## src/rtl/ex_pkg.sv

```systemverilog
// rtl/ex_pkg.sv - shared types and default widths for the execute-stage shift skid buffer
package ex_pkg;

  localparam int EX_DATA_W = 16;
  localparam int EX_AMT_W  = 4;
  localparam int EX_TAG_W  = 3;

  typedef enum logic [1:0] {
    EMPTY = 2'd0,
    ONE   = 2'd1,
    TWO   = 2'd2
  } skid_state_t;

  typedef struct packed {
    logic [EX_DATA_W-1:0] data;
    logic [EX_AMT_W-1:0]  amt;
    logic                 shift_rotate;
    logic                 left_right;
    logic [EX_TAG_W-1:0]  tag;
    logic                 wb_en;
  } shift_beat_t;

  function automatic logic [1:0] occ_of(input skid_state_t s);
    case (s)
      ONE:     return 2'd1;
      TWO:     return 2'd2;
      default: return 2'd0;
    endcase
  endfunction

endpackage

```

## src/rtl/ex_shift_skid_skid_reg.sv

```systemverilog
// rtl/ex_shift_skid_skid_reg.sv - enable-loaded, async-reset beat register (main and skid slots)
module skid_reg
  import ex_pkg::*;
#(
  parameter type T = shift_beat_t
) (
  input  logic clk,
  input  logic rst,
  input  logic i_en,
  input  T     i_d,
  output T     o_q
);

  T r_q;

  always_ff @(posedge clk or posedge rst) begin
    if (rst) begin
      r_q <= '0;
    end else if (i_en) begin
      r_q <= i_d;
    end
  end

  assign o_q = r_q;

endmodule

```

## src/rtl/ex_shift_skid.sv

```systemverilog
// rtl/ex_shift_skid.sv - two-entry registered skid buffer feeding the execute-stage shifter
// Optional synchronous squash port enabled by EX_SKID_FLUSH_EN.
module ex_shift_skid
  import ex_pkg::*;
#(
  parameter int DATA_W = EX_DATA_W,
  parameter int AMT_W  = EX_AMT_W,
  parameter int TAG_W  = EX_TAG_W
) (
  input  logic              clk,
  input  logic              rst,
  input  logic              in_valid,
  output logic              in_ready,
  input  logic [DATA_W-1:0] in_data,
  input  logic [AMT_W-1:0]  in_amt,
  input  logic              in_shift_rotate,
  input  logic              in_left_right,
  input  logic [TAG_W-1:0]  in_tag,
  input  logic              in_wb_en,
`ifdef EX_SKID_FLUSH_EN
  input  logic              flush,
`endif
  output logic              out_valid,
  input  logic              out_ready,
  output logic [DATA_W-1:0] out_data,
  output logic [AMT_W-1:0]  out_amt,
  output logic              out_shift_rotate,
  output logic              out_left_right,
  output logic [TAG_W-1:0]  out_tag,
  output logic              out_wb_en,
  output logic [1:0]        occ
);

  typedef struct packed {
    logic [DATA_W-1:0] data;
    logic [AMT_W-1:0]  amt;
    logic              shift_rotate;
    logic              left_right;
    logic [TAG_W-1:0]  tag;
    logic              wb_en;
  } beat_t;

  skid_state_t r_state;
  skid_state_t w_next;
  logic        w_in_beat;
  logic        w_out_beat;
  logic        w_flush;
  logic        w_load_main;
  logic        w_load_skid;
  logic        w_main_from_skid;
  beat_t       w_in_d;
  beat_t       w_main_d;
  beat_t       w_main_q;
  beat_t       w_skid_q;

`ifdef EX_SKID_FLUSH_EN
  assign w_flush = flush;
`else
  assign w_flush = 1'b0;
`endif

  // in_ready comes straight from the state register: no path from out_ready.
  assign in_ready   = (r_state != TWO);
  assign out_valid  = (r_state != EMPTY);
  assign occ        = occ_of(r_state);
  assign w_in_beat  = in_valid & in_ready;
  assign w_out_beat = out_valid & out_ready;

  assign w_in_d = '{data: in_data, amt: in_amt, shift_rotate: in_shift_rotate,
                    left_right: in_left_right, tag: in_tag, wb_en: in_wb_en};

  always_ff @(posedge clk or posedge rst) begin
    if (rst) begin
      r_state <= EMPTY;
    end else begin
      r_state <= w_next;
    end
  end

  always_comb begin
    w_next           = r_state;
    w_load_main      = 1'b0;
    w_load_skid      = 1'b0;
    w_main_from_skid = 1'b0;
    case (r_state)
      EMPTY: begin
        if (w_in_beat) begin
          w_load_main = 1'b1;
          w_next      = ONE;
        end
      end
      ONE: begin
        if (w_in_beat && w_out_beat) begin
          w_load_main = 1'b1;
        end else if (w_out_beat) begin
          w_next = EMPTY;
        end else if (w_in_beat) begin
          w_load_skid = 1'b1;
          w_next      = TWO;
        end
      end
      TWO: begin
        if (w_out_beat) begin
          w_load_main      = 1'b1;
          w_main_from_skid = 1'b1;
          w_next           = ONE;
        end
      end
      default: w_next = EMPTY;
    endcase
    // Squash wins over every handshake; held payload is left as-is.
    if (w_flush) begin
      w_next      = EMPTY;
      w_load_main = 1'b0;
      w_load_skid = 1'b0;
    end
  end

  assign w_main_d = w_main_from_skid ? w_skid_q : w_in_d;

  skid_reg #(.T(beat_t)) u_main (
    .clk  (clk),
    .rst  (rst),
    .i_en (w_load_main),
    .i_d  (w_main_d),
    .o_q  (w_main_q)
  );

  skid_reg #(.T(beat_t)) u_skid (
    .clk  (clk),
    .rst  (rst),
    .i_en (w_load_skid),
    .i_d  (w_in_d),
    .o_q  (w_skid_q)
  );

  assign out_data         = w_main_q.data;
  assign out_amt          = w_main_q.amt;
  assign out_shift_rotate = w_main_q.shift_rotate;
  assign out_left_right   = w_main_q.left_right;
  assign out_tag          = w_main_q.tag;
  assign out_wb_en        = w_main_q.wb_en;

endmodule

```

## config.mk

```make
export PLATFORM = sky130hd
export DESIGN_NAME = ex_shift_skid
export DESIGN_NICKNAME = d
export VERILOG_FILES = /design/src/rtl/ex_pkg.sv /design/src/rtl/ex_shift_skid_skid_reg.sv /design/src/rtl/ex_shift_skid.sv
export SDC_FILE = /design/constraint.sdc
export NUM_CORES = 1
export LEC_CHECK = 0
export BUFFER_PORTS_ARGS = -buffer_cell sky130_fd_sc_hd__buf_2
export CAP_MARGIN = 20
export CELL_PAD_IN_SITES_DETAIL_PLACEMENT = 0
export CELL_PAD_IN_SITES_GLOBAL_PLACEMENT = 1
export CORE_UTILIZATION = 45
export CTS_CLUSTER_SIZE = 28
export DETAILED_ROUTE_END_ITERATION = 8
export PLACE_DENSITY_LB_ADDON = 0.1
export SYNTH_ARGS = -nofsm -noshare
export SYNTH_HDL_FRONTEND = slang
export SYNTH_HIERARCHICAL = 1
export SYNTH_SLANG_ARGS = --single-unit
```

## constraint.sdc

```tcl
create_clock -name clk -period 2.1 [get_ports clk]
set_input_delay 0.63 -clock clk [delete_from_list [all_inputs] [get_ports clk]]
set_output_delay 0.63 -clock clk [all_outputs]
set_load 0.02 [all_outputs]
```

==> results summary <==
The via count of the routed design came out at 1,497. The DRC violations left came out at 0. The number of I/O port buffers is ~60. The area growth from synthesis to final layout came out at 16.9%. The starting density of the core is 47.9%. Counting the buffers created by CTS gives 5. Of all flip-flops after synthesis, the portion carrying an async set or reset was 100%. Using the TritonRoute via totals, the vias-per-cell ratio works out to 5.11. The main combinational cell family by area after synthesis is multiplexers.

The portion of the clock cycle consumed by the worst path in the final layout came out at 90.9%. The pre-antenna-repair detailed-routing pass consisted of 4 iterations. The number of ports placed on the die boundary came out at 60.

The signal on the critical path passes through or2_2 > buf_2. The post-synthesis cell type count is 17. Of the total synthesized cell area, the portion taken by XOR and XNOR cells is 0%.

The number of pins exceeding their max-slew limit in the final report was 0. The share of layout cells above drive strength 1 is just under 70%. The slowest cell on the critical path is sky130_fd_sc_hd__dfrtp_1.

The combined area of the multi-input logic cells is 0.00122 mm^2. In this run, synthesis inferred 0 flip-flops with an integrated enable. The final non-filler cell total is between 200 and 300. The total number of yosys warnings came out at 6.

The placeable core region is 0.00564 mm^2. The path class of the tightest hold or removal check is in2async. Setup repair after global routing left no endpoint under its margin. In this run the static leakage power is 1.59 nW. The minimum clock period after layout is 1.91 ns. Data arrives at the worst endpoint at between 1 and 1.5 ns. The slew at the pin closest to its max-slew limit is 0.496 ns. The final estimated routing congestion in global placement came out at 0.714. The clock passes through at most 2 buffers.

For the final database, setup skew stands at approximately 0.0038 ns. The fraction of synthesized area in multiplexers is 41.2%. In the post-synthesis netlist, the biggest area contributors are sky130_fd_sc_hd__dfrtp_1 50%, sky130_fd_sc_hd__mux2_4 33%, sky130_fd_sc_hd__mux2_2 7.5%, sky130_fd_sc_hd__buf_12 3.0%, sky130_fd_sc_hd__buf_6 1.7%. After synthesis, the mean cell area works out to 17.2 um^2. The floorplan step defined a die boundary enclosing 0.00632 mm^2. The classification of the worst setup path is reg2out. The horizontal die dimension is 79.5 um.

Post-CTS repair changed the size of 0 cells. The maximum clock rate came out at roughly 520 MHz. The most frequently used cell type in the post-synthesis netlist is sky130_fd_sc_hd__mux2_4. The synthesized design spends more area on one cell type than any other, namely sky130_fd_sc_hd__dfrtp_1.

The startpoint class of the critical path is a register. The number of antenna-violating nets in the routed design is 0. Power spread over the standard cell area amounts to between 1000 and 1500 mW/mm^2. The wire length of the first global-routing pass came out at 8040 um. The post-synthesis adder-cell area fraction is 0%. The number of design-rule violations left by the first detailed-router iteration came out at 64. The worst-skew pair later-pin latency is 0.30 ns.

The cell row count is 27. The post-synth design cell area came out at approximately 0.0027 mm^2. The die is 79.5 um tall. The peak supply drop came out at 0.000413 V. The clock-pin slew reported for the worst setup and hold paths after clock tree synthesis is 0.09 ns.

The total wire length after detailed routing came out at around 4900 um. CTS placed an instance of sky130_fd_sc_hd__clkbuf_8 at the clock tree root. The worst endpoint required time came out at around 1.5 ns. The antenna diode instance count is 0. The worst setup path is captured at a primary output. The max-slew headroom at the worst pin came out at 66.9%. The total negative slack is 0 ns. Counting tap cells, the placed design contains a total of roughly 290 instances. The buffer count from post-CTS setup fixing is 0.

The sequential cell area in the final layout came out at 0.00135 mm^2. In this run, post-CTS hold repair placed 0 buffers. Entering global routing, the biggest net connects 27 pins. The number of violations of the max-capacitance limit is 0. In the global route stage, overall resource usage came out at 16.9%.

The initial antenna violation count is 0. The number of H-tree branching levels is 2. The number of sinks handled by clock tree synthesis came out at 54. The total power draw came out at approximately 0.0032 W.

The synthesized-area fraction occupied by ao, oa, aoi and oai cells came out at less than 1%. For this run the aggregate overflow at the end of global routing stands at 0. The final layout net count is 251. The maximum fanout along the worst path is 9. Sorting the synthesized cells by how often they occur yields 60 x sky130_fd_sc_hd__mux2_4, 54 x sky130_fd_sc_hd__dfrtp_1, 18 x sky130_fd_sc_hd__mux2_2. The number of global-route vias before repair came out at 1,637. The cell count after synthesis came out at 157. The share of the yosys chip area belonging to registers is approximately half.

The number of filler cells placed in the layout came out at 471. The top flip-flop cell by instance count after synthesis is sky130_fd_sc_hd__dfrtp_1. The synthesized flop and latch total is 54. The flow ran to the end, and the final reports show no timing, DRC or antenna violations. The post-detailed-route wirelength per cell came out at approximately 17 um.

The total setup violations reported at the end of the flow came out at 0. The maximum single-stage delay on the critical path is 0.49 ns. The estimated wirelength of the detail-placed design is 3420 um.

The CTS tree is yes. The net count after synthesis is 187. The final hold violation count is 0.

The simple logic cell fraction of the synthesized area came out at 2.82%. The portion of synthesized cell area occupied by the leading cell type is about half.
[cells by family after synthesis]
kind of cell | count (synthesis)
and+or+nand+nor | 8
muxes | 79
buffers and inverters | 13
AOI/OAI and AO/OA | 3
DFF | 54
[area by class of cell]
| cell class | count | share of cell area, % |
|---|---|---|
| Sequential cell | 54 | 42.7 |
| Multi-Input combinational cell | 90 | 38.5 |
| Timing Repair Buffer | 66 | 13.0 |
| Tap cell | 72 | 2.85 |
| Clock buffer | 7 | 2.41 |
| Inverter | 4 | 0.475 |
[state kept, by name, indices dropped and copies added, names as in the netlist]
| signal | flops |
|---|---|
| u_main/o_q | 26 |
| u_skid/o_q | 26 |
| r_state | 2 |
[worst paths after layout]
kind	startpoint	end	slack, ns	cells after the start
max	r_state[0]	out_valid	0.19	2
min	rst	r_state[1]	0.18	2
max reg2reg	r_state[1]	u_main/o_q[21]	0.45	4
min reg2reg	u_main/o_q[19]	u_main/o_q[19]	0.51	1
max in group asynchronous	rst	u_skid/o_q[5]	1.22	3
min in group clk	u_main/o_q[19]	u_main/o_q[19]	0.51	1
[cells in the final DEF (no fill, tap or decap), types with 2 or more instances in the layout]
cell	synthesis	routed
sky130_fd_sc_hd__nand3b_1	2	2
sky130_fd_sc_hd__buf_2	1	59
sky130_fd_sc_hd__dfrtp_1	54	54
sky130_fd_sc_hd__nor2b_1	2	2
sky130_fd_sc_hd__inv_1	4	4
sky130_fd_sc_hd__mux2_2	18	18
sky130_fd_sc_hd__clkbuf_8	0	5
sky130_fd_sc_hd__buf_12	4	5
sky130_fd_sc_hd__mux2_4	60	60
sky130_fd_sc_hd__clkbuf_1	0	2
sky130_fd_sc_hd__buf_4	0	2
[where the power goes]
part           total, W  internal (W)  switching (W)
sequential      0.00156       0.00137       0.000192
clock          0.000544      0.000231       0.000314
combinational   0.00112      0.000650       0.000475
[worst max-delay path: cells and delay by family (launching register included)]
kind                   cells  cell delay, ns
DFF                        1            0.49
and+or+nand+nor            1            0.33
buffers and inverters      1            0.16
[stage by stage]
step	util [%]	setup slack [ns]	cell area [um^2]	hold WS [ns]
final	56.0	0.190	3160	0.185
after global routing	56.0	0.111	3160	0.177
after CTS	56.0	0.169	3160	0.174
after detailed placement	54.7	0.228	3090	0.494
after global placement	54.7	0.265	3090	0.487
after floorplan	-	0.397	2700	0.371
[per-layer routing]
| layer | vias up | wire length (um) | track usage, % |
|---|---|---|---|
| met4 | 0 | 65 | 6.18 |
| li1 | 686 | - | - |
| met3 | 8 | 236 | 3.77 |
| met2 | 38 | 2410 | 27.7 |
| met1 | 765 | 2190 | 21.7 |
| met5 | - | 0 | 0 |
No activity file was read; power rests on OpenSTA's default activity.
